===== config.mk =====
export PLATFORM = sky130hd
export DESIGN_NAME = wb_retire_buf
export DESIGN_NICKNAME = d
export VERILOG_FILES = /design/src/rtl/wb_retire_buf.sv
export SDC_FILE = /design/constraint.sdc
export NUM_CORES = 1
export LEC_CHECK = 0
export BUFFER_PORTS_ARGS = -buffer_cell sky130_fd_sc_hd__buf_2
export CAP_MARGIN = 40
export CORE_MARGIN = 2
export CORE_UTILIZATION = 39
export CTS_CLUSTER_SIZE = 20
export DETAILED_ROUTE_END_ITERATION = 8
export PLACE_DENSITY = 0.69
export SLEW_MARGIN = 10
export SYNTH_ARGS = -nofsm -noshare
export SYNTH_HDL_FRONTEND = slang
export SYNTH_SLANG_ARGS = --single-unit

===== constraint.sdc =====
create_clock -name clk -period 22.1 [get_ports clk]
set_input_delay 1.105 -clock clk [delete_from_list [all_inputs] [get_ports clk]]
set_output_delay 1.105 -clock clk [all_outputs]
set_load 0.1 [all_outputs]

===== src/rtl/wb_retire_buf.sv =====
// wb_retire_buf: writeback/retire stage after MEM.
// A small in-order FIFO decouples MEM from a stalling register-file/trace
// consumer. Load data is extracted and extended before it is stored, so the
// head entry already holds the final writeback value. Exceptions and ERTN
// retire as one-cycle submit pulses that empty the buffer.
module wb_retire_buf #(
  parameter int DATA_W = 32,
  parameter int DEPTH  = 4
) (
  input  logic              clk,
  input  logic              rst,
  input  logic              in_valid,
  output logic              in_ready,
  input  logic [31:0]       pc,
  input  logic [DATA_W-1:0] result,
  input  logic [DATA_W-1:0] data_sram_rdata,
  input  logic [6:0]        mem_op,
  input  logic              res_from_mem,
  input  logic              gr_we,
  input  logic [4:0]        dest,
  input  logic              has_exception,
  input  logic              ertn,
  input  logic [5:0]        ecode,
  input  logic [8:0]        esubcode,
  input  logic [DATA_W-1:0] exception_maddr,
  input  logic              retire_stall,
  output logic              rf_we,
  output logic [4:0]        rf_waddr,
  output logic [DATA_W-1:0] rf_wdata,
  output logic [31:0]       debug_wb_pc,
  output logic [3:0]        debug_wb_rf_we,
  output logic [4:0]        debug_wb_rf_wnum,
  output logic [DATA_W-1:0] debug_wb_rf_wdata,
  output logic              exception_submit,
  output logic              ertn_submit,
  output logic              this_flush,
  output logic [5:0]        ecode_submit,
  output logic [8:0]        esubcode_submit,
  output logic [31:0]       exception_pc_submit,
  output logic [DATA_W-1:0] exception_maddr_submit
);

  localparam int OFF_W = $clog2(DATA_W / 8);
  localparam int PTR_W = $clog2(DEPTH);
  localparam int CNT_W = $clog2(DEPTH + 1);

  // Entry storage, one slot per FIFO position.
  logic [31:0]       r_pc     [DEPTH];
  logic [DATA_W-1:0] r_result [DEPTH];
  logic              r_gr_we  [DEPTH];
  logic [4:0]        r_dest   [DEPTH];
  logic              r_exc    [DEPTH];
  logic              r_ertn   [DEPTH];
  logic [5:0]        r_ecode  [DEPTH];
  logic [8:0]        r_esub   [DEPTH];
  logic [DATA_W-1:0] r_maddr  [DEPTH];

  logic [PTR_W-1:0]  r_wptr;
  logic [PTR_W-1:0]  r_rptr;
  logic [CNT_W-1:0]  r_count;

  logic              w_in_ready;
  logic              w_enq;
  logic              w_head_valid;
  logic              w_retire;
  logic              w_exc_fire;
  logic              w_ertn_fire;
  logic              w_flush;
  logic [OFF_W-1:0]  w_off;
  logic [DATA_W-1:0] w_shifted;
  logic [DATA_W-1:0] w_mem_result;
  logic [DATA_W-1:0] w_final_result;

  // Handshake and retire decisions; in_ready looks only at the registered
  // count so a stalling consumer never reaches MEM combinationally.
  always_comb begin
    w_in_ready   = rst && (r_count < CNT_W'(DEPTH));
    w_enq        = in_valid && w_in_ready;
    w_head_valid = rst && (r_count != '0);
    w_retire     = w_head_valid && !retire_stall;
    w_exc_fire   = w_retire && r_exc[r_rptr];
    w_ertn_fire  = w_retire && r_ertn[r_rptr] && !r_exc[r_rptr];
    w_flush      = w_exc_fire || w_ertn_fire;
  end

  // Load extraction: shift the addressed byte lane down, then extend by type.
  // Misaligned accesses, 64-bit-only ops on a 32-bit path and no op give 0.
  always_comb begin
    w_off        = result[OFF_W-1:0];
    w_shifted    = data_sram_rdata >> {w_off, 3'b000};
    w_mem_result = '0;
    if (mem_op[0]) begin
      w_mem_result = DATA_W'($signed(w_shifted[7:0]));
    end else if (mem_op[1]) begin
      if (!w_off[0]) w_mem_result = DATA_W'($signed(w_shifted[15:0]));
    end else if (mem_op[2]) begin
      if (w_off[1:0] == 2'b00) w_mem_result = DATA_W'($signed(w_shifted[31:0]));
    end else if (mem_op[3]) begin
      w_mem_result = DATA_W'(w_shifted[7:0]);
    end else if (mem_op[4]) begin
      if (!w_off[0]) w_mem_result = DATA_W'(w_shifted[15:0]);
    end else if (mem_op[5]) begin
      if ((DATA_W == 64) && (w_off[1:0] == 2'b00)) w_mem_result = DATA_W'(w_shifted[31:0]);
    end else if (mem_op[6]) begin
      if ((DATA_W == 64) && (w_off == '0)) w_mem_result = w_shifted;
    end
    w_final_result = res_from_mem ? w_mem_result : result;
  end

  // FIFO state: reset and flush both empty the buffer; otherwise enqueue at
  // the write pointer and retire from the read pointer, one of each per cycle.
  always_ff @(posedge clk) begin
    if (!rst) begin
      r_wptr  <= '0;
      r_rptr  <= '0;
      r_count <= '0;
      for (int i = 0; i < DEPTH; i++) begin
        r_pc[i]     <= '0;
        r_result[i] <= '0;
        r_gr_we[i]  <= 1'b0;
        r_dest[i]   <= '0;
        r_exc[i]    <= 1'b0;
        r_ertn[i]   <= 1'b0;
        r_ecode[i]  <= '0;
        r_esub[i]   <= '0;
        r_maddr[i]  <= '0;
      end
    end else if (w_flush) begin
      r_wptr  <= '0;
      r_rptr  <= '0;
      r_count <= '0;
    end else begin
      if (w_enq) begin
        r_pc[r_wptr]     <= pc;
        r_result[r_wptr] <= w_final_result;
        r_gr_we[r_wptr]  <= gr_we;
        r_dest[r_wptr]   <= dest;
        r_exc[r_wptr]    <= has_exception;
        r_ertn[r_wptr]   <= ertn;
        r_ecode[r_wptr]  <= ecode;
        r_esub[r_wptr]   <= esubcode;
        r_maddr[r_wptr]  <= exception_maddr;
        r_wptr           <= r_wptr + 1'b1;
      end
      if (w_retire) begin
        r_rptr <= r_rptr + 1'b1;
      end
      case ({w_enq, w_retire})
        2'b10:   r_count <= r_count + 1'b1;
        2'b01:   r_count <= r_count - 1'b1;
        default: r_count <= r_count;
      endcase
    end
  end

  // Head entry drives every output; an empty buffer (or reset) forces zeros.
  always_comb begin
    in_ready               = w_in_ready;
    rf_we                  = 1'b0;
    rf_waddr               = '0;
    rf_wdata               = '0;
    debug_wb_pc            = '0;
    exception_submit       = 1'b0;
    ertn_submit            = 1'b0;
    this_flush             = 1'b0;
    ecode_submit           = '0;
    esubcode_submit        = '0;
    exception_pc_submit    = '0;
    exception_maddr_submit = '0;
    if (w_head_valid) begin
      rf_we                  = w_retire && r_gr_we[r_rptr] && !r_exc[r_rptr];
      rf_waddr               = r_dest[r_rptr];
      rf_wdata               = r_result[r_rptr];
      debug_wb_pc            = r_pc[r_rptr];
      exception_submit       = w_exc_fire;
      ertn_submit            = w_ertn_fire;
      this_flush             = w_flush;
      ecode_submit           = r_ecode[r_rptr];
      esubcode_submit        = r_esub[r_rptr];
      exception_pc_submit    = r_pc[r_rptr];
      exception_maddr_submit = r_maddr[r_rptr];
    end
    debug_wb_rf_we    = {4{rf_we}};
    debug_wb_rf_wnum  = rf_waddr;
    debug_wb_rf_wdata = rf_wdata;
  end

endmodule


==> summary.md <==
| Metric | Value |
|---|---|
| Status | complete, no violations |
| H-tree depth | 2 |
| #FFs+latches synth | 485 |
| Slew @ Worst Pin | 1.235 ns |
| Die width | 246.8 um |
| Achievable clock frequency | 220.9 MHz |
| Fin Setup TNS | 0 ns |
| Vias/cell | 5.491 |
| Clock Latency Late Sink | 0.59 ns |
| Final Instance Area | 26890 um2 |
| Post-Syn Nets | 1765 |
| Combinational Power Share | 17.7% |
| Main synth FF type | edfxtp_1 |
| Die Area | 60910 um2 |
| CP max stage delay | 0.65 ns |
| Fraction of registers with async set or reset after synthesis | 0% |
| P_int | 1647 uW |
| Sequential area share after synthesis | 62.56% |
| CTS tree | built |
| Wire per inst | 22.42 um |
| Largest cells by area after synthesis | edfxtp_1 (61%), mux4_2 (12%), and3_1 (6.9%) |
| DR vias | 14540 |
| Initial Util | 39.62% |
| Number of flops mapped to enable cells by yosys | 467 |
| Vias in the first global route | 15150 |
| Mapped Area | 22990 um2 |
| Syn Inst Count | 1600 |
| Core Area | 58030 um2 |
| Pwr Density | 86.18 nW/um2 |
| Critical Path Slowest Stage Cell | buf_4 |
| Syn-to-layout area delta | 16.97% |
| # DRC | 0 |
| Switching Share | 28.94% |
| Worst Skew | 0.02003 ns |
| Initial antenna violation count | 8 |
| Share of cells above drive strength 1 | 32.27% |
| Clock buffer depth | 3 |
| Worst min path class | register to register |
| Placement Setup Slack | 17.56 ns |
| Period minus WS final | 4.528 ns |
| First-pass GRT wire length | 88670 um |
| GR Util All Layers | 19.15% |
| VDD IR-drop max | 0.00006423 V |
| Num Clock Sinks | 485 |
| Crit end category | output pin |
| Slew headroom | 17.64% |
| DRT antenna net count | 0 |
| Initial DRC count | 1100 |
| Synth area leader | edfxtp_1 |
| Crit path buffers/inverters | 3 |
| Hold Vio Cnt, Final | 0 |
| Period utilization | 20.49% |
| Drt first pass iters | 5 |
| RSZ-0062 raised after global routing | false |
| Max Transition Viols Final | 0 |
| Ys Warns | 0 |
| Critical path cell sequence | buf_2 > o31a_2 > buf_4 > and2_1 > buf_2 |
| Clk pin slew, worst setup/hold paths | 0.05 ns |
| Syn_area_per_cell | 14.37 um2 |
| Sequential Power Share | 46.8% |
| Drt total wl | 59380 um |
| Critical path fanouts, max | 71 |
| CTS root buf | clkbuf_16 |
| Max Cap Viol | 0 |
| Setup WS post-layout | 17.57 ns |
| Die Y | 246.8 um |
| Number of buffers created by CTS | 52 |
| Post-CTS Resized | 0 |
| PortBufs | 354 |
| Startpoint Class | input pin |
| Post-DP HPWL | 35500 um |
| GR Overflow Total | 0 |
| Final setup viols | 0 |
| Largest net degree at the start of global routing | 255 |
| Worst Setup Path Type | input pin to output pin |
| Dpl cell area | 25260 um2 |
| Non-Filler Instances | 2648 |
| Top cell type's share of synthesized area | 61.00% |
| Most frequent CP cell | buf_2 |
| Synth unique cells | 47 |
| Gp weighted congestion | 0.8690 |
| Worst Path Required | 21.00 ns |
| # hold bufs at CTS | 0 |
| Rows | 88 |
| Util after Layout | 46.35% |
| Psw | 670.8 uW |
| Fin nets | 2006 |
| Clock power frac | 35.5% |
| Placed cells | 2551 |
| Setup repair bufs after CTS | 0 |
| CP top delay family | buffers and inverters |
| Io pins | 357 |
| Lkg Pwr | 0.01124 uW |
| Worst EP arrival | 3.42 ns |
state kept, by name, indices dropped and copies added, names as in the netlist, 4 cells and up, named ones only:
name / count
r_ertn: 4
r_ecode: 24
r_maddr: 128
r_pc: 128
r_gr_we: 4
r_esub: 36
r_result: 128
r_dest: 20
r_exc: 4
power by group through the flow:
stage               combinational, uW  clock (uW)  sequential, uW
floorplan                         318           0            1110
global placement                  398           0            1100
detailed placement                412           0            1100
CTS                               413         838            1080
global route                      432         869            1090
finish                            411         824            1080
metrics by stage:
stage / power [uW] / hold slack, ns
floorplan: 1423 / 0.4413
global placement: 1497 / 0.4516
detailed placement: 1515 / 0.4584
CTS: 2335 / 0.4658
global route: 2390 / 0.5034
finish: 2318 / 0.4666
final cells by class:
| cell class | instances | area, um2 |
|---|---|---|
| Clock buffer | 64 | 1356 |
| Clock inverter | 27 | 237.7 |
| Timing Repair Buffer | 395 | 2410 |
| Tap cell | 765 | 957.2 |
| Inverter | 29 | 108.9 |
| Antenna cell | 5 | 12.51 |
| Fill cell | 5084 | 31130 |
| Sequential cell | 485 | 14390 |
| Multi-Input combinational cell | 878 | 7420 |
final timing paths:
kind	slack, ns	from	to	cells past startpoint
worst min-delay path	0.47	r_exc[0]	r_exc[0]	2
worst max-delay path	17.57	rst	debug_wb_rf_wnum[4]	5
worst max register to register	18.80	register	r_maddr[2][10]	7
worst min register to register	0.47	r_exc[0]	r_exc[0]	2
worst register-to-register path, cell delays in order (launching register included):
cell	delay [ns]
dfxtp_4	0.33
buf_4	0.28
buf_16	0.31
mux4_2	0.44
o211ai_4	0.35
nand2_1	0.17
nand2_4	0.28
buf_4	0.68
cells in the final DEF, fill, tap and decap left out, types with 23 or more instances in the layout:
master and count:
nor2_1 83, inv_1 26, buf_2 354, clkbuf_16 52, edfxtp_1 467, buf_4 23
and3_1 253, a21oi_1 40, nor3_1 31, nand2_1 23, mux4_2 126, and2_1 200
cells in the mapped netlist, drive strengths merged (2+ instances only):
master,n
edfxtp,467
and3,253
and2,200
mux4,126
buf,109
clkbuf,99
nor2,86
a21oi,40
nor3,31
inv,27
nand2,26
dfxtp,18
a22oi,16
o221ai,16
mux2i,9
o211ai,9
o22ai,9
nand3,7
a31oi,6
nand2b,6
o2bb2ai,6
nor2b,4
o21ai,4
xnor2,3
xor2,3
clkinv,2
nor4b,2
o21a,2
or2,2
or3b,2
layer usage:
| metal | vias to the layer above | global-route usage, % | wire (um) |
|---|---|---|---|
| met5 | - | 0 | 61 |
| met4 | 8 | 5.687 | 1316 |
| met3 | 92 | 3.592 | 3972 |
| met2 | 534 | 33.29 | 30220 |
| met1 | 7410 | 24.34 | 23810 |
| li1 | 6495 | - | - |
cells by family (layout without fill, tap and decap cells):
group                    after synthesis  count (layout)  share of synthesized area (%)
flip-flops                           485             485                          62.56
AO/OA/AOI/OAI                        113             113                          3.320
multiplexers                         135             135                          12.73
buffers and inverters                237             515                          5.399
adder cells (fa/ha/maj)                2               2                         0.1415
AND/OR/NAND/NOR                      622             622                          15.61
XOR/XNOR                               6               6                         0.2286
other                                  0               5                              0
Power figures use the tool's default switching activity.
